### config.mk
export PLATFORM = sky130hd
export DESIGN_NAME = pc_fetch_sequencer
export DESIGN_NICKNAME = d
export VERILOG_FILES = /design/src/rtl/pc_fetch_sequencer_pkg.sv /design/src/rtl/pc_fetch_sequencer_adder.sv /design/src/rtl/pc_fetch_sequencer.sv
export SDC_FILE = /design/constraint.sdc
export NUM_CORES = 1
export LEC_CHECK = 0
export ABC_CLOCK_PERIOD_IN_PS = 5000
export CORE_MARGIN = 1
export CORE_UTILIZATION = 53
export CTS_BUF_LIST = sky130_fd_sc_hd__clkbuf_8
export DETAILED_ROUTE_END_ITERATION = 8
export MAX_ROUTING_LAYER = met4
export PLACE_DENSITY = 0.91
export SYNTH_ARGS = -nofsm -noshare
export SYNTH_HDL_FRONTEND = slang
export SYNTH_SLANG_ARGS = --single-unit
### constraint.sdc
create_clock -name i_clk -period 5 [get_ports i_clk]
set_input_delay 1 -clock i_clk [delete_from_list [all_inputs] [get_ports i_clk]]
set_output_delay 1 -clock i_clk [all_outputs]
set_load 0.01 [all_outputs]
### src/rtl/pc_fetch_sequencer_pkg.sv
// Shared types, widths and defaults for the instruction-fetch sequencer.
// Imported by the sequencer top and its PC adder.
package pc_fetch_sequencer_pkg;

   localparam int unsigned PC_W   = 32;
   localparam int unsigned INST_W = 32;

   localparam logic [PC_W-1:0] RESET_PC_DEF = 32'h0000_0000;
   localparam logic [PC_W-1:0] PC_STEP_DEF  = 32'd4;

   typedef enum logic [1:0] {
      ST_FETCH = 2'd0,
      ST_WAIT  = 2'd1,
      ST_DROP  = 2'd2
   } fetch_state_t;

   typedef struct packed {
      logic [PC_W-1:0]   pc;
      logic [INST_W-1:0] data;
   } inst_buf_t;

   // Instruction addresses are word aligned; the low two bits are never honoured.
   function automatic logic [PC_W-1:0] align_pc(input logic [PC_W-1:0] pc);
      return pc & 32'hFFFF_FFFC;
   endfunction

endpackage

### src/rtl/pc_fetch_sequencer_adder.sv
// 32-bit PC adder used for sequential next-PC generation.
// Pure combinational; the sum wraps modulo 2^32 with no carry out.
module pc_fetch_sequencer_adder
   import pc_fetch_sequencer_pkg::*;
(
   input  logic [PC_W-1:0] i_a,
   input  logic [PC_W-1:0] i_b,
   output logic [PC_W-1:0] o_sum
);

   assign o_sum = i_a + i_b;

endmodule

### src/rtl/pc_fetch_sequencer.sv
// Fetch sequencer: owns the architectural PC, issues one imem read at a time and
// presents {pc, instruction} to decode through a one-entry valid/ready buffer.
module pc_fetch_sequencer
   import pc_fetch_sequencer_pkg::*;
#(
   parameter logic [PC_W-1:0] RESET_PC = RESET_PC_DEF,
   parameter logic [PC_W-1:0] PC_STEP  = PC_STEP_DEF
) (
   input  logic              i_clk,
   input  logic              i_rst,
   input  logic              i_redirect_valid,
   input  logic [PC_W-1:0]   i_redirect_pc,
   output logic              o_imem_req,
   output logic [PC_W-1:0]   o_imem_addr,
   input  logic              i_imem_ack,
   input  logic [INST_W-1:0] i_imem_rdata,
   output logic              o_inst_valid,
   output logic [PC_W-1:0]   o_inst_pc,
   output logic [INST_W-1:0] o_inst_data,
   input  logic              i_inst_ready
);

   fetch_state_t    r_state;
   logic [PC_W-1:0] r_pc;
   logic [PC_W-1:0] r_req_addr;
   logic            r_imem_req;
   logic            r_inst_valid;
   inst_buf_t       r_buf;

   logic [PC_W-1:0] w_pc_next;
   logic [PC_W-1:0] w_redirect_pc;

   assign w_redirect_pc = align_pc(i_redirect_pc);

   pc_fetch_sequencer_adder u_adder_pc (
      .i_a   (r_pc),
      .i_b   (PC_STEP),
      .o_sum (w_pc_next)
   );

   // Every transition back into FETCH issues the next read directly, so the
   // request rises in the cycle after an ack, handshake or flush.
   always_ff @(posedge i_clk) begin
      if (i_rst) begin
         r_state      <= ST_FETCH;
         r_pc         <= RESET_PC;
         r_req_addr   <= '0;
         r_imem_req   <= 1'b0;
         r_inst_valid <= 1'b0;
         r_buf        <= '0;
      end else begin
         case (r_state)
            ST_FETCH: begin
               if (i_redirect_valid) begin
                  r_pc <= w_redirect_pc;
                  if (r_imem_req && !i_imem_ack) begin
                     r_state <= ST_DROP;
                  end else begin
                     r_imem_req <= 1'b1;
                     r_req_addr <= w_redirect_pc;
                  end
               end else if (!r_imem_req) begin
                  r_imem_req <= 1'b1;
                  r_req_addr <= r_pc;
               end else if (i_imem_ack) begin
                  r_buf.pc     <= r_req_addr;
                  r_buf.data   <= i_imem_rdata;
                  r_inst_valid <= 1'b1;
                  r_pc         <= w_pc_next;
                  r_imem_req   <= 1'b0;
                  r_state      <= ST_WAIT;
               end
            end
            ST_WAIT: begin
               if (i_redirect_valid) begin
                  r_pc         <= w_redirect_pc;
                  r_inst_valid <= 1'b0;
                  r_imem_req   <= 1'b1;
                  r_req_addr   <= w_redirect_pc;
                  r_state      <= ST_FETCH;
               end else if (r_inst_valid && i_inst_ready) begin
                  r_inst_valid <= 1'b0;
                  r_imem_req   <= 1'b1;
                  r_req_addr   <= r_pc;
                  r_state      <= ST_FETCH;
               end
            end
            ST_DROP: begin
               // The stale read must still complete; its data is never buffered.
               if (i_redirect_valid) begin
                  r_pc <= w_redirect_pc;
               end
               if (i_imem_ack) begin
                  r_req_addr <= i_redirect_valid ? w_redirect_pc : r_pc;
                  r_state    <= ST_FETCH;
               end
            end
            default: begin
               r_state    <= ST_FETCH;
               r_imem_req <= 1'b0;
            end
         endcase
      end
   end

   assign o_imem_req   = r_imem_req;
   assign o_imem_addr  = r_req_addr;
   assign o_inst_valid = r_inst_valid;
   assign o_inst_pc    = r_buf.pc;
   assign o_inst_data  = r_buf.data;

endmodule
# Word level (Yosys, flattened, before mapping)
# Index checks and enable logic that the tools add are counted.
dict set report word_totals {
  ff_bits 132
  in_bits 69
  out_inout_bits 98
  elab_cells 69
}
dict set report op_classes {
  n_addsub 1
  eq_ne 12
  n_mux 33
  n_bitwise 2
  n_reduce_logical 14
}
# operator n
set ops {}
lappend ops {{$mux 32} 10}
lappend ops {{$pmux 32 s3} 1}
lappend ops {{$pmux 32 s2} 1}
lappend ops {{$add 32x3->32 const B} 1}
lappend ops {{$ne 3x3->1 const B} 6}
lappend ops {{$reduce_and 5->1} 3}
lappend ops {{$mux 2} 7}
lappend ops {{$mux 1} 11}
lappend ops {{$ne 2x2->1 const B} 4}
lappend ops {{$pmux 2 s3} 1}
lappend ops {{$reduce_and 3->1} 2}
lappend ops {{$reduce_and 4->1} 1}
lappend ops {{$reduce_bool 2->1} 2}
lappend ops {{$pmux 1 s3} 1}
lappend ops {{$reduce_bool 3->1} 1}
lappend ops {{$eq 2x1->1 const B} 1}
lappend ops {{$eq 2x2->1 const B} 1}
lappend ops {{$logic_and 1x1->1} 2}
lappend ops {{$logic_not 2->1} 1}
lappend ops {{$not 1->1} 2}
lappend ops {{$pmux 1 s2} 1}
lappend ops {{$reduce_or 2->1} 1}
lappend ops {{$logic_not 1->1} 1}

# Logic depth before layout (Yosys ltp)
dict set report depth {
  word_depth 5
  mapped_depth 9
  mapped_depth_nobuf 7
}

# Cells and area by module
# Synthesis repeated with hierarchy kept, for this count alone.
dict set report hier_totals {
  hier_cells 893
  area_unflattened_um2 7215.7
}
# mod n_inst cells_per_inst area_each_um2 seq_area_each_um2
set by_module_without_submodules {}
lappend by_module_without_submodules {pc_fetch_sequencer 1 650 5470.2 2642.5}
lappend by_module_without_submodules {pc_fetch_sequencer_adder 1 243 1745.4 0.0}

# Worst setup path before layout
# OpenSTA, ideal clock, no wires.
dict set report synth_path {
  kind {input-to-reg}
  start {input i_redirect_valid}
  end {register r_pc[2]}
  setup_ps 128
  arrival_time_ps 2098
  t_required_ps 4872
  path_slack_ps 2774
  path_stages 7
  n_path_buf 3
  cell_sequence {buf_2 nor2b_1 a21oi_1 clkbuf_1 buf_2 a22oi_1 nor2_1}
}
dict set report synth_via {
  elab_chain_len 2
  elab_cells_between_ends 6
  cone_classes {eq/ne: 2; mux: 3; reduce/logical: 1}
}
# item line_no
set synth_rtl {}
lappend synth_rtl {{start, declared} pc_fetch_sequencer.sv:11} ;# input logic i_redirect_valid,
lappend synth_rtl {{$ne 3x3->1 (no line), or another cell as far along} --}
lappend synth_rtl {{$reduce_and 3->1 (no line) / $pmux 32 s2 (equally long branches)} --}
lappend synth_rtl {{end signal, assigned} pc_fetch_sequencer.sv:55} ;# r_pc <= w_redirect_pc;
lappend synth_rtl {{end signal, assigned} pc_fetch_sequencer.sv:69} ;# r_pc <= w_pc_next;
lappend synth_rtl {{end signal, assigned} pc_fetch_sequencer.sv:76} ;# r_pc <= w_redirect_pc;
lappend synth_rtl {{end, declared} pc_fetch_sequencer.sv:24} ;# logic [PC_W-1:0] r_pc;
# Several ways; a longest one is shown, not always the timed one.
# A chain may end at the register's enable or synchronous reset.

# Worst setup path in the final report
dict set report layout_path {
  start {input i_redirect_valid}
  end {register r_req_addr[12] (netlist: o_imem_addr[12])}
}
dict set report layout_via {
  elab_chain_len 3
  elab_cells_between_ends 9
  cone_classes {eq/ne: 3; mux: 5; reduce/logical: 1}
}
# item line_no
set layout_rtl {}
lappend layout_rtl {{$mux 32} --}
lappend layout_rtl {{$mux 32} pc_fetch_sequencer.sv:93} ;# if (i_imem_ack) begin
lappend layout_rtl {{$pmux 32 s3} pc_fetch_sequencer.sv:52} ;# case (r_state)
lappend layout_rtl {{end signal, assigned} pc_fetch_sequencer.sv:60} ;# r_req_addr <= w_redirect_pc;
lappend layout_rtl {{end signal, assigned} pc_fetch_sequencer.sv:64} ;# r_req_addr <= r_pc;
lappend layout_rtl {{end signal, assigned} pc_fetch_sequencer.sv:94} ;# r_req_addr <= i_redirect_valid ? w_redirect_pc : r_pc;
lappend layout_rtl {{end, declared} pc_fetch_sequencer.sv:25} ;# logic [PC_W-1:0] r_req_addr;
# Several ways; a longest one is shown, not always the timed one. The select of a mux whose other input is x is not followed.

==> metrics.md <==
| Metric | Value |
|---|---|
| HPWL after DPL | 10.80 mm |
| Slew Viols, Final | 0 |
| Outcome | completed |
| Worst-Skew Late Latency | 0.43 ns |
| Drt pass-1 iters | 7 |
| Remaining antenna violation count after routing | 0 |
| Overall power | 3.614 mW |
| Switching Fraction | 35.17% |
| Nets | 944 |
| Setup WS pre-CTS | 1.263 ns |
| Pin count of the biggest net entering global routing | 103 |
| Worst Path Required | 5.33 ns |
| R2R Path Start | r_state[0]$_SDFFE_PP0P_ |
| Inserted Diodes | 0 |
| Synth Instances | 735 |
| Final worst setup slack | 1.660 ns |
| Worst VDD drop | 0.2702 mV |
| Combinational Power Share | 33.9% |
| Worst-path maximum fanout | 40 |
| Fmax | 299.4 MHz |
| Fillers | 851 |
| Flops & latches, synth | 132 |
| Worst slew pin tran | 1.072 ns |
| Die area | 11540 um^2 |
| Clock Path Buffers | 2 |
| TNS Setup | 0 ns |
| Unrepaired setup endpoints after global routing | false |
| Hold-fix buffer count after cts | 0 |
| GP Congestion | 0.9549 |
| WL final | 15.83 mm |
| WHS | 0.4536 ns |
| Syn Std Cell Area | 5892 um^2 |
| Worst Hold End | o_inst_pc[12]$_SDFFE_PP0P_ |
| Row count | 38 |
| Die height | 107.4 um |
| Share of cells above drive strength 1 | 6.916% |
| H-tree depth | 4 |
| Syn_area_per_cell | 8.016 um^2 |
| Final Non-Filler Cells | 1022 |
| Setup violators final | 0 |
| Top cells by area, synth | dfxtp_1 (45%), nand2_1 (10%), a21oi_1 (8.3%), mux2i_1 (4.8%), a211oi_1 (4.5%) |
| Port bufs | 164 |
| DRT iter0 DRCs | 541 |
| Worst min-delay path startpoint | o_inst_pc[12]$_SDFFE_PP0P_ |
| Switching power | 1.271 mW |
| Final Critical Period | 3.340 ns |
| Area of the multi-input gates | 2994 um^2 |
| Hold Crit Class | register to register |
| Max Cap Viol | 0 |
| Die span in x | 107.4 um |
| Clk network pwr share | 27.2% |
| Synth top area share | 44.85% |
| Flop2flop setup slack | 2.13 ns |
| Dpl cells | 991 |
| First-pass GRT wire length | 25.09 mm |
| Drt wl/cell | 15.49 um |
| Top delay family on crit path | buffers and inverters |
| Post-CTS Setup Bufs | 0 |
| R2R depth | 7 |
| Post-synth net total | 809 |
| Slew headroom | 28.51% |
| Hold Vio Cnt, Final | 0 |
| Yosys warning count | 0 |
| CTS sink count | 132 |
| Clk_skew | 0.01348 ns |
| Vias in the first global route | 5139 |
| Internal Power | 2.343 mW |
| Core area | 10840 um^2 |
| Synth area leader | dfxtp_1 |
| Sequential share of the synthesized area | 44.85% |
| DR vias/cell | 5.688 |
| Buffers and inverters on the worst path | 3 |
| Worst Hold Depth | 2 |
| Post-synth cell types | 55 |
| Initial antenna violation count | 0 |
| Starting Density | 54.35% |
| PwrDens | 453.3 nW/um^2 |
| Arrival time worst endpoint | 3.67 ns |
| Register area | 2643 um^2 |
| Post-synth ARST share | 0% |
| CP peak stage delay | 0.57 ns |
| Gr usage total | 28.47% |
| Ys flop type | dfxtp_1 |
| Lkg Pwr | 2.856 nW |
| Worst path cell trace | buf_2 > inv_1 > nand3_1 > o211a_2 > buf_4 > nor2_1 > a211oi_1 |
| Area delta synth->final | 35.34% |
| CP max stage cell | o211a_2 |
| # IOs | 167 |
| Number of synthesized flops with an enable pin | 0 |
| Startpoint Class | input port |
| Post-cts repair resize count | 0 |
| Reg2Reg Capture Point | o_inst_data[13]$_SDFFE_PP0P_ |
| Worst setup EP type | register |
| CTS Root Cell | clkbuf_8 |
| Crit share post-route | 66.80% |
| TritonCTS clock tree | done |
| GRT overflow | 0 |
| TritonCTS buffer count | 17 |
| Crit path kind | input port to register |
| Sequential power share | 39.0% |
| Clk slew on worst S/H paths | 0.07 ns |
| Via Count | 5813 |
| Drc violations | 0 |
state kept, by name, summed over array words and instances (netlist names):
| register | flops |
|---|---|
| r_pc | 32 |
| o_inst_valid | 1 |
| o_imem_addr | 32 |
| o_inst_pc | 32 |
| o_imem_req | 1 |
| o_inst_data | 32 |
| r_state | 2 |
how the worst max path moves through the flow:
stage	endpoint	startpoint	cells after the start
floorplan	r_pc[2]$_SDFFE_PP0P_	i_redirect_valid	7
global placement	o_imem_addr[26]$_SDFFE_PP0P_	i_redirect_valid	7
detailed placement	o_imem_addr[24]$_SDFFE_PP0P_	i_redirect_valid	7
CTS	o_imem_addr[24]$_SDFFE_PP0P_	i_redirect_valid	7
global route	o_imem_addr[23]$_SDFFE_PP0P_	i_redirect_valid	7
finish	o_imem_addr[12]$_SDFFE_PP0P_	i_redirect_valid	7
Yosys cell counts, types with 3 or more instances:
| cell | n |
|---|---|
| nand2b_1 | 4 |
| mux2_2 | 3 |
| and3_1 | 5 |
| and4_1 | 3 |
| inv_1 | 11 |
| mux2i_1 | 28 |
| ha_1 | 5 |
| o21a_1 | 3 |
| nand4_1 | 7 |
| nor3b_1 | 3 |
| dfxtp_1 | 132 |
| o21ai_0 | 18 |
| clkbuf_1 | 35 |
| a31o_2 | 3 |
| buf_2 | 19 |
| nand2_1 | 164 |
| a31oi_1 | 7 |
| nor3_1 | 6 |
| a21o_1 | 3 |
| o22ai_1 | 3 |
| nor2_1 | 60 |
| a311oi_1 | 4 |
| a21oi_1 | 98 |
| o31ai_1 | 3 |
| nand3_1 | 15 |
| a211oi_1 | 35 |
| nor2b_1 | 8 |
| or3_1 | 5 |
| a22oi_1 | 8 |
| nor4_1 | 8 |
metrics by stage:
stage / cell area (um^2) / utilization (%)
global placement: 7540 / 69.55
global route: 7974 / 73.56
CTS: 7974 / 73.56
detailed placement: 7540 / 69.55
floorplan: 5892 / -
finish: 7974 / 73.56
power by group through the flow:
| stage | sequential [mW] | clock, mW | combinational (mW) |
|---|---|---|---|
| CTS | 1.41 | 0.999 | 1.22 |
| global route | 1.44 | 1.04 | 1.34 |
| finish | 1.41 | 0.981 | 1.22 |
| floorplan | 1.46 | 0 | 0.684 |
| global placement | 1.42 | 0 | 1.19 |
| detailed placement | 1.43 | 0 | 1.22 |
layout make-up:
class                   count  area share [%]
flip-flops and latches    132           33.14
clock buffers              17           2.934
multi-input cells         537           37.55
repair buffers            171           21.15
well taps                 140           2.197
clock inverters            14           2.511
inverters                  11          0.5178
worst min-delay path, cell delays in order (launching register included):
cell and delay [ns]:
dfxtp_1 0.31, nand2_1 0.05, a21oi_1 0.05
per-layer routing:
layer | routed length [um] | track usage, % | share of wire, % | vias to the layer above
met4 | 437 | 11.35 | 2.8 | 0
li1 | - | - | - | 2864
met3 | 1133 | 6.114 | 7.2 | 32
met1 | 6805 | 35.27 | 43 | 2678
met2 | 7457 | 45.35 | 47 | 239
met5 | 0 | - | 0 | -
kinds of logic (layout without fill, tap and decap cells):
logic type | after synthesis | count (layout) | synth area share [%]
and+or+nand+nor | 298 | 298 | 22.72
AOI/OAI and AO/OA | 203 | 203 | 21.43
DFF | 132 | 132 | 44.85
buffers and inverters | 66 | 213 | 4.608
muxes | 31 | 31 | 5.330
adders and majority gates | 5 | 5 | 1.062
cell usage in the layout, fill, tap and decap left out, drive strengths merged, types with 5 or more instances in the layout:
cell type,count
or3,5
a31oi,7
nor2,62
nor2b,8
and3,5
nand2,164
ha,5
nand4,9
buf,9
a22oi,8
a21oi,98
a211oi,36
clkdlybuf4s50,162
clkbuf,17
nand3,15
nor4,10
o21ai,19
dfxtp,132
nor3,7
inv,15
a311oi,5
mux2i,28
Note: power is estimated with default switching activity, not from simulation.
